**config.mk**
```make
export PLATFORM = sky130hd
export DESIGN_NAME = tdoa_multi_xcorr
export DESIGN_NICKNAME = d
export VERILOG_FILES = /design/src/rtl/tdoa_pkg.sv /design/src/rtl/tdoa_sample_buf.sv /design/src/rtl/tdoa_multi_xcorr.sv
export SDC_FILE = /design/constraint.sdc
export NUM_CORES = 1
export LEC_CHECK = 0
export ABC_CLOCK_PERIOD_IN_PS = 29600
export CELL_PAD_IN_SITES_DETAIL_PLACEMENT = 1
export CELL_PAD_IN_SITES_GLOBAL_PLACEMENT = 1
export CORE_MARGIN = 2
export CORE_UTILIZATION = 45
export CTS_CLUSTER_SIZE = 40
export DETAILED_ROUTE_END_ITERATION = 7
export GPL_ROUTABILITY_DRIVEN = 0
export PLACE_DENSITY = 0.66
export SETUP_SLACK_MARGIN = 0.2
export SYNTH_ARGS = -nofsm -noshare
export SYNTH_HDL_FRONTEND = slang
export SYNTH_SLANG_ARGS = --single-unit
```
**constraint.sdc**
```tcl
create_clock -name clk -period 29.6 [get_ports clk]
set_input_delay 2.96 -clock clk [delete_from_list [all_inputs] [get_ports clk]]
set_output_delay 2.96 -clock clk [all_outputs]
set_load 0.02 [all_outputs]
```
**src/rtl/tdoa_pkg.sv**
```systemverilog
// Shared types and width helpers for the multi-channel TDOA correlator.
// Provides the FSM state enum and the lag/accumulator width functions.
package tdoa_pkg;

    typedef enum logic [2:0] {
        IDLE,
        CAPTURE,
        CLR,
        MAC,
        CHECK,
        OUTPUT
    } state_t;

    function automatic int lag_w(input int d);
        return $clog2(d + 1) + 1;
    endfunction

    function automatic int acc_w(input int qw, input int w);
        return 2 * qw + $clog2(w);
    endfunction

endpackage

```
**src/rtl/tdoa_sample_buf.sv**
```systemverilog
// Capture RAM: one reference lane plus N_MIC target lanes, QW bits each.
// Ports: clk; write we_i/waddr_i/ref_d_i/tgt_d_i; reads ref_idx_i -> ref_o,
// (tgt_ch_i, tgt_idx_i) -> tgt_o, both combinational.
module tdoa_sample_buf
    import tdoa_pkg::*;
#(
    parameter int N_MIC = 3,
    parameter int W     = 64,
    parameter int QW    = 4,
    parameter int IW    = $clog2(W),
    parameter int CW    = (N_MIC > 1) ? $clog2(N_MIC) : 1
) (
    input  logic                  clk,
    input  logic                  we_i,
    input  logic [IW-1:0]         waddr_i,
    input  logic [QW-1:0]         ref_d_i,
    input  logic [N_MIC*QW-1:0]   tgt_d_i,
    input  logic [IW-1:0]         ref_idx_i,
    input  logic [CW-1:0]         tgt_ch_i,
    input  logic [IW-1:0]         tgt_idx_i,
    output logic [QW-1:0]         ref_o,
    output logic [QW-1:0]         tgt_o
);

    logic [QW-1:0] ref_mem_q [W];
    logic [QW-1:0] tgt_mem_q [N_MIC][W];

    // Plain RAM: contents are only meaningful after a full capture.
    always_ff @(posedge clk) begin
        if (we_i) begin
            ref_mem_q[waddr_i] <= ref_d_i;
            for (int c = 0; c < N_MIC; c++)
                tgt_mem_q[c][waddr_i] <= tgt_d_i[c*QW +: QW];
        end
    end

    assign ref_o = ref_mem_q[ref_idx_i];
    assign tgt_o = tgt_mem_q[tgt_ch_i][tgt_idx_i];

endmodule

```
**src/rtl/tdoa_multi_xcorr.sv**
```systemverilog
// Multi-mic TDOA: captures W frames, correlates each target mic against the
// reference over lags -D..+D with one shared MAC, reports best lag per mic.
// Ports: clk, rst, start, cont_mode, sample_valid, mic_ref_in, mic_in ->
// busy, delay_out, result_ready, dropped. Define TDOA_PEAK_OUT_EN to add
// peak_out (winning correlation per channel).
module tdoa_multi_xcorr
    import tdoa_pkg::*;
#(
    parameter int N_MIC = 3,
    parameter int W     = 64,
    parameter int D     = 22,
    parameter int QW    = 4,
    parameter int LW    = lag_w(D),
    parameter int ACC_W = acc_w(QW, W)
) (
    input  logic                   clk,
    input  logic                   rst,
    input  logic                   start,
    input  logic                   cont_mode,
    input  logic                   sample_valid,
    input  logic [15:0]            mic_ref_in,
    input  logic [N_MIC*16-1:0]    mic_in,
    output logic                   busy,
    output logic [N_MIC*LW-1:0]    delay_out,
    output logic                   result_ready,
    output logic                   dropped
`ifdef TDOA_PEAK_OUT_EN
   ,output logic [N_MIC*ACC_W-1:0] peak_out
`endif
);

    localparam int L  = W - 2 * D;
    localparam int IW = $clog2(W);
    localparam int CW = (N_MIC > 1) ? $clog2(N_MIC) : 1;
    localparam logic signed [LW-1:0]    LAG_MIN = LW'(-D);
    localparam logic signed [LW-1:0]    LAG_MAX = LW'(D);
    localparam logic signed [ACC_W-1:0] ACC_MIN = {1'b1, {(ACC_W-1){1'b0}}};

    state_t                  state_q, state_d;
    logic [IW-1:0]           wr_ptr_q, wr_ptr_d;
    logic [IW-1:0]           k_q, k_d;
    logic [CW-1:0]           ch_q, ch_d;
    logic signed [LW-1:0]    lag_q, lag_d;
    logic signed [LW-1:0]    best_q, best_d;
    logic signed [ACC_W-1:0] acc_q, acc_d;
    logic signed [ACC_W-1:0] max_q, max_d;
    logic [N_MIC*LW-1:0]     slots_q, slots_d;
    logic [N_MIC*LW-1:0]     dout_q, dout_d;
    logic                    rdy_q, rdy_d;
    logic                    drop_q, drop_d;
`ifdef TDOA_PEAK_OUT_EN
    logic [N_MIC*ACC_W-1:0]  pslots_q, pslots_d;
    logic [N_MIC*ACC_W-1:0]  peak_q, peak_d;
`endif

    logic [N_MIC*QW-1:0]     tgt_q4;
    logic [QW-1:0]           ref_s, tgt_s;
    logic [IW-1:0]           ref_idx, tgt_idx;
    logic signed [2*QW-1:0]  a_x, b_x, prod;
    logic                    win;
    logic                    unused_lsbs;

    always_comb begin
        tgt_q4 = '0;
        for (int c = 0; c < N_MIC; c++)
            tgt_q4[c*QW +: QW] = mic_in[16*c+15 -: QW];
    end

    assign unused_lsbs = ^{mic_ref_in, mic_in};

    // Reference walks the central L samples; target is offset by the lag.
    assign ref_idx = IW'(int'(k_q) + D);
    assign tgt_idx = IW'(int'(k_q) + D + int'(lag_q));

    tdoa_sample_buf #(
        .N_MIC (N_MIC),
        .W     (W),
        .QW    (QW),
        .IW    (IW),
        .CW    (CW)
    ) u_buf (
        .clk       (clk),
        .we_i      (state_q == CAPTURE && sample_valid),
        .waddr_i   (wr_ptr_q),
        .ref_d_i   (mic_ref_in[15 -: QW]),
        .tgt_d_i   (tgt_q4),
        .ref_idx_i (ref_idx),
        .tgt_ch_i  (ch_q),
        .tgt_idx_i (tgt_idx),
        .ref_o     (ref_s),
        .tgt_o     (tgt_s)
    );

    // Sign-extend before multiplying so the low 2*QW bits are exact.
    assign a_x  = {{QW{ref_s[QW-1]}}, ref_s};
    assign b_x  = {{QW{tgt_s[QW-1]}}, tgt_s};
    assign prod = a_x * b_x;
    // Strict compare: on ties the earlier (more negative) lag is kept.
    assign win  = acc_q > max_q;

    always_comb begin
        state_d  = state_q;
        wr_ptr_d = wr_ptr_q;
        k_d      = k_q;
        ch_d     = ch_q;
        lag_d    = lag_q;
        best_d   = best_q;
        acc_d    = acc_q;
        max_d    = max_q;
        slots_d  = slots_q;
        dout_d   = dout_q;
        rdy_d    = 1'b0;
        drop_d   = drop_q;
`ifdef TDOA_PEAK_OUT_EN
        pslots_d = pslots_q;
        peak_d   = peak_q;
`endif
        if (sample_valid && (state_q inside {CLR, MAC, CHECK, OUTPUT}))
            drop_d = 1'b1;

        unique case (state_q)
            IDLE: begin
                if (start || cont_mode) begin
                    state_d  = CAPTURE;
                    wr_ptr_d = '0;
                    drop_d   = 1'b0;
                end
            end
            CAPTURE: begin
                if (sample_valid) begin
                    wr_ptr_d = wr_ptr_q + IW'(1);
                    if (wr_ptr_q == IW'(W - 1)) begin
                        state_d = CLR;
                        ch_d    = '0;
                        lag_d   = LAG_MIN;
                        best_d  = LAG_MIN;
                        max_d   = ACC_MIN;
                    end
                end
            end
            CLR: begin
                acc_d   = '0;
                k_d     = '0;
                state_d = MAC;
            end
            MAC: begin
                acc_d = acc_q + {{(ACC_W-2*QW){prod[2*QW-1]}}, prod};
                k_d   = k_q + IW'(1);
                if (k_q == IW'(L - 1))
                    state_d = CHECK;
            end
            CHECK: begin
                if (win) begin
                    max_d  = acc_q;
                    best_d = lag_q;
                end
                state_d = CLR;
                if (lag_q < LAG_MAX) begin
                    lag_d = lag_q + LW'(1);
                end else begin
                    slots_d[LW*ch_q +: LW] = win ? lag_q : best_q;
`ifdef TDOA_PEAK_OUT_EN
                    pslots_d[ACC_W*ch_q +: ACC_W] = win ? acc_q : max_q;
`endif
                    lag_d  = LAG_MIN;
                    best_d = LAG_MIN;
                    max_d  = ACC_MIN;
                    if (ch_q == CW'(N_MIC - 1))
                        state_d = OUTPUT;
                    else
                        ch_d = ch_q + CW'(1);
                end
            end
            OUTPUT: begin
                // Publish all channels at once so no partial result shows.
                dout_d = slots_q;
                rdy_d  = 1'b1;
`ifdef TDOA_PEAK_OUT_EN
                peak_d = pslots_q;
`endif
                if (cont_mode) begin
                    state_d  = CAPTURE;
                    wr_ptr_d = '0;
                    drop_d   = 1'b0;
                end else begin
                    state_d = IDLE;
                end
            end
            default: state_d = IDLE;
        endcase
    end

    always_ff @(posedge clk or posedge rst) begin
        if (rst) begin
            state_q  <= IDLE;
            wr_ptr_q <= '0;
            k_q      <= '0;
            ch_q     <= '0;
            lag_q    <= '0;
            best_q   <= '0;
            acc_q    <= '0;
            max_q    <= '0;
            slots_q  <= '0;
            dout_q   <= '0;
            rdy_q    <= 1'b0;
            drop_q   <= 1'b0;
`ifdef TDOA_PEAK_OUT_EN
            pslots_q <= '0;
            peak_q   <= '0;
`endif
        end else begin
            state_q  <= state_d;
            wr_ptr_q <= wr_ptr_d;
            k_q      <= k_d;
            ch_q     <= ch_d;
            lag_q    <= lag_d;
            best_q   <= best_d;
            acc_q    <= acc_d;
            max_q    <= max_d;
            slots_q  <= slots_d;
            dout_q   <= dout_d;
            rdy_q    <= rdy_d;
            drop_q   <= drop_d;
`ifdef TDOA_PEAK_OUT_EN
            pslots_q <= pslots_d;
            peak_q   <= peak_d;
`endif
        end
    end

    assign busy         = state_q != IDLE;
    assign delay_out    = dout_q;
    assign result_ready = rdy_q;
    assign dropped      = drop_q;
`ifdef TDOA_PEAK_OUT_EN
    assign peak_out     = peak_q;
`endif

endmodule

```
==> results.toml <==
[outcome]
outcome = "complete, no violations"

[min_path]
hold_class = "reg -> reg"

[floorplan]
die_area_um2 = 105000
die_w_um = 323
start_util = 0.452
num_rows = 117
coreArea_um2 = 101000
die_y_um = 323
ioPinCount = 90

[synthesis]
synth.yosys.seq_area_share = 0.722
synthesis.nets = 2639
syn_area_um2 = 45900
avgSynthCellArea_um2 = 18.3
yosys-top-cells-count = "edfxtp_1 (1,024), mux4_2 (218), nor2_1 (155), nand2_1 (135), mux2i_1 (130)"
yosys_warnings = 0
synth.area.top_cells = "edfxtp_1 (67%), mux4_2 (11%), dfrtp_1 (5.2%)"
synth_cells = 2502
synth_top_area_cell = "edfxtp_1"
synth.most_common_cell = "edfxtp_1"
synth.distinct_cells = 79
synth-edff-count = 1024
yosys.area.top_type_share = 0.670
async_reset_ff_frac = 0.0849
synthFlopType = "edfxtp_1"
yosys_register_bits = 1119

[layout]
area_delta_synth_final_pct = 13.1
n_fill_cell = 9265
drive_above_1_share = 0.206
nets = 2765
final_util = 0.511

[global_routing]
grt_start_max_net_pins = 144
globalRouteTotalUtil = 0.217
grt_pass1_vias = 25954
antenna_found_initial = 6
grt_first_pass_wirelength_mm = 168
overflow = 0

[placement]
hpwlAfterDp_mm = 64.8
io_buffers = 41

[pwr]
p_comb_frac = 0.010
power_per_cell_area_nw_per_um2 = 62.2
p_clk_frac = 0.456
p_int_uw = 2610
p_switching_uw = 622
vdd_drop_max_uv = 44.4
p_leak_uw = 0.0179
power_frac_seq = 0.534
p_total_uw = 3230
swShare = 0.193

[worst_setup_path]
end_kind = "flop"
critPathArrivalTime_ps = 12200
worstPathMaxFanout = 33
reg2reg_depth = 31
cp-start-kind = "flop"
crit_path_max_incr_delay_ps = 920
cp-endpoint = "acc_q[13]"
worstReg2RegStart = "k_q[1]"
crit_start = "k_q[1]"
r2r_setup_slack_ps = 17960
r2r-end = "acc_q[13]"
slowest_stage = "dfrtp_2"
required_ps = 30170
path_class = "reg -> reg"

[sta]
finalCritPeriodShare = 0.393
timing.final.crit_period_ps = 11640
relSlewSlack = 0.0734
setup_viol = 0
final_max_slew_viol_count = 0
finClkSkew_ps = 29.0
rsz0062_at_grt = "false"
tns_ps = 0
fmax_ghz = 0.0859
hold_violations = 0
worst_pin_slew_ps = 1390

[clock_tree]
holdBufCountCts = 0
cts.sinks = 1119
clock_path_buffers = 3
clk_pin_slew_ps = 60
root_buffer = "clkbuf_16"
clk_latency_ps = 690
cts_tree = "yes"
cts_resized = 0
postCtsSetupBuffers = 0
htreeDepth = 3
cts_buffers = 112

[routing]
wl_mm = 111
drcViolationCount = 0
vias = 23752
vias_per_cell = 5.81
detail_route.first_pass.iterations = 6
drt_iter0_drc = 1916
wl_per_cell_um = 27.0
drtAntennaViolNets = 0

[job]
drv_cap = 0
[logic make-up (layout without fill, tap and decap cells)]
| family | count (synthesis) | in the layout | share of synthesized area |
|---|---|---|---|
| flops | 1119 | 1119 | 0.722 |
| buf+inv | 180 | 398 | 0.0199 |
| fa+ha+maj | 68 | 68 | 0.0205 |
| simple gates | 394 | 394 | 0.0372 |
| xor+xnor | 24 | 24 | 0.00521 |
| mux | 382 | 382 | 0.144 |
| compound gates | 335 | 335 | 0.0507 |
| other cells | 0 | 2 | 0 |
[cell usage in the layout (no fill, tap or decap), types with 55 or more instances in the layout]
cell type	count
nand2_1	135
o21ai_0	57
mux4_2	218
mux2i_1	130
edfxtp_1	1024
clkbuf_16	118
dfrtp_1	91
ha_1	55
nor2_1	151
buf_4	101
[power by group through the flow]
stage          Combinational, uW  Clock [uW]  Sequential, uW
3_5_place_dp                32.7           0            1760
5_1_grt                     34.9        1560            1720
6_report                    31.7        1470            1730
4_1_cts                     32.7        1500            1730
3_3_place_gp                30.0           0            1760
2_1_floorplan               2.47           0            1760
[state kept, by name, indices dropped and copies added, names as in the netlist]
name	count
ch_q	2
acc_q	14
u_buf.tgt_mem_q	768
max_q	14
lag_q	6
delay_out	18
wr_ptr_q	6
dropped	1
state_q	3
u_buf.ref_mem_q	256
k_q	6
best_q	6
slots_q	18
result_ready	1
[stage by stage]
stage          cells  hold slack, ps  setup slack (ps)  cell area [um2]
2_1_floorplan   2502             446             19800            45900
3_3_place_gp    3882             469             18070            48000
3_5_place_dp    3882             469             17890            48000
4_1_cts         4088             496             17870            51900
5_1_grt         4088             517             17360            51900
6_report        4090             484             17960            51900
[layout make-up]
| class | instances | area (um2) | share of cell area |
|---|---|---|---|
| Clock inverter | 65 | 764 | 0.0147 |
| Inverter | 49 | 186 | 0.00359 |
| Timing Repair Buffer | 143 | 1110 | 0.0214 |
| Sequential cell | 1119 | 33100 | 0.639 |
| Tap cell | 1368 | 1710 | 0.0330 |
| Clock buffer | 141 | 3070 | 0.0592 |
| Multi-Input combinational cell | 1203 | 11900 | 0.229 |
| Antenna cell | 2 | 5.00 | 0.0000965 |
[how the worst min path moves through the flow]
stage / start / to / slack [ps] / cells past startpoint
after floorplan: slots_q[0] / slots_q[0] / 450 / 2
after global placement: best_q[2] / best_q[2] / 470 / 2
after detailed placement: slots_q[2] / slots_q[2] / 470 / 2
after CTS: slots_q[13] / slots_q[13] / 500 / 2
after global routing: max_q[11] / max_q[11] / 520 / 1
final: slots_q[13] / slots_q[13] / 480 / 2
[layer usage]
metal  global-route usage  vias to the layer above  wire length, um
met2                0.360                      624            54600
li1                     -                    10337                -
met1                0.296                    12652            47700
met4               0.0557                        4             2080
met5                    0                        -               27
met3               0.0426                      135             6280
[critical path: cells and delay by family, from the launching register on]
kind	cells	cell delay, ps
compound gates	13	3660
fa+ha+maj	8	3370
xor+xnor	3	1650
buf+inv	5	1390
flops	1	920
mux	1	310
simple gates	1	160
(Power assumes the default switching activity.)
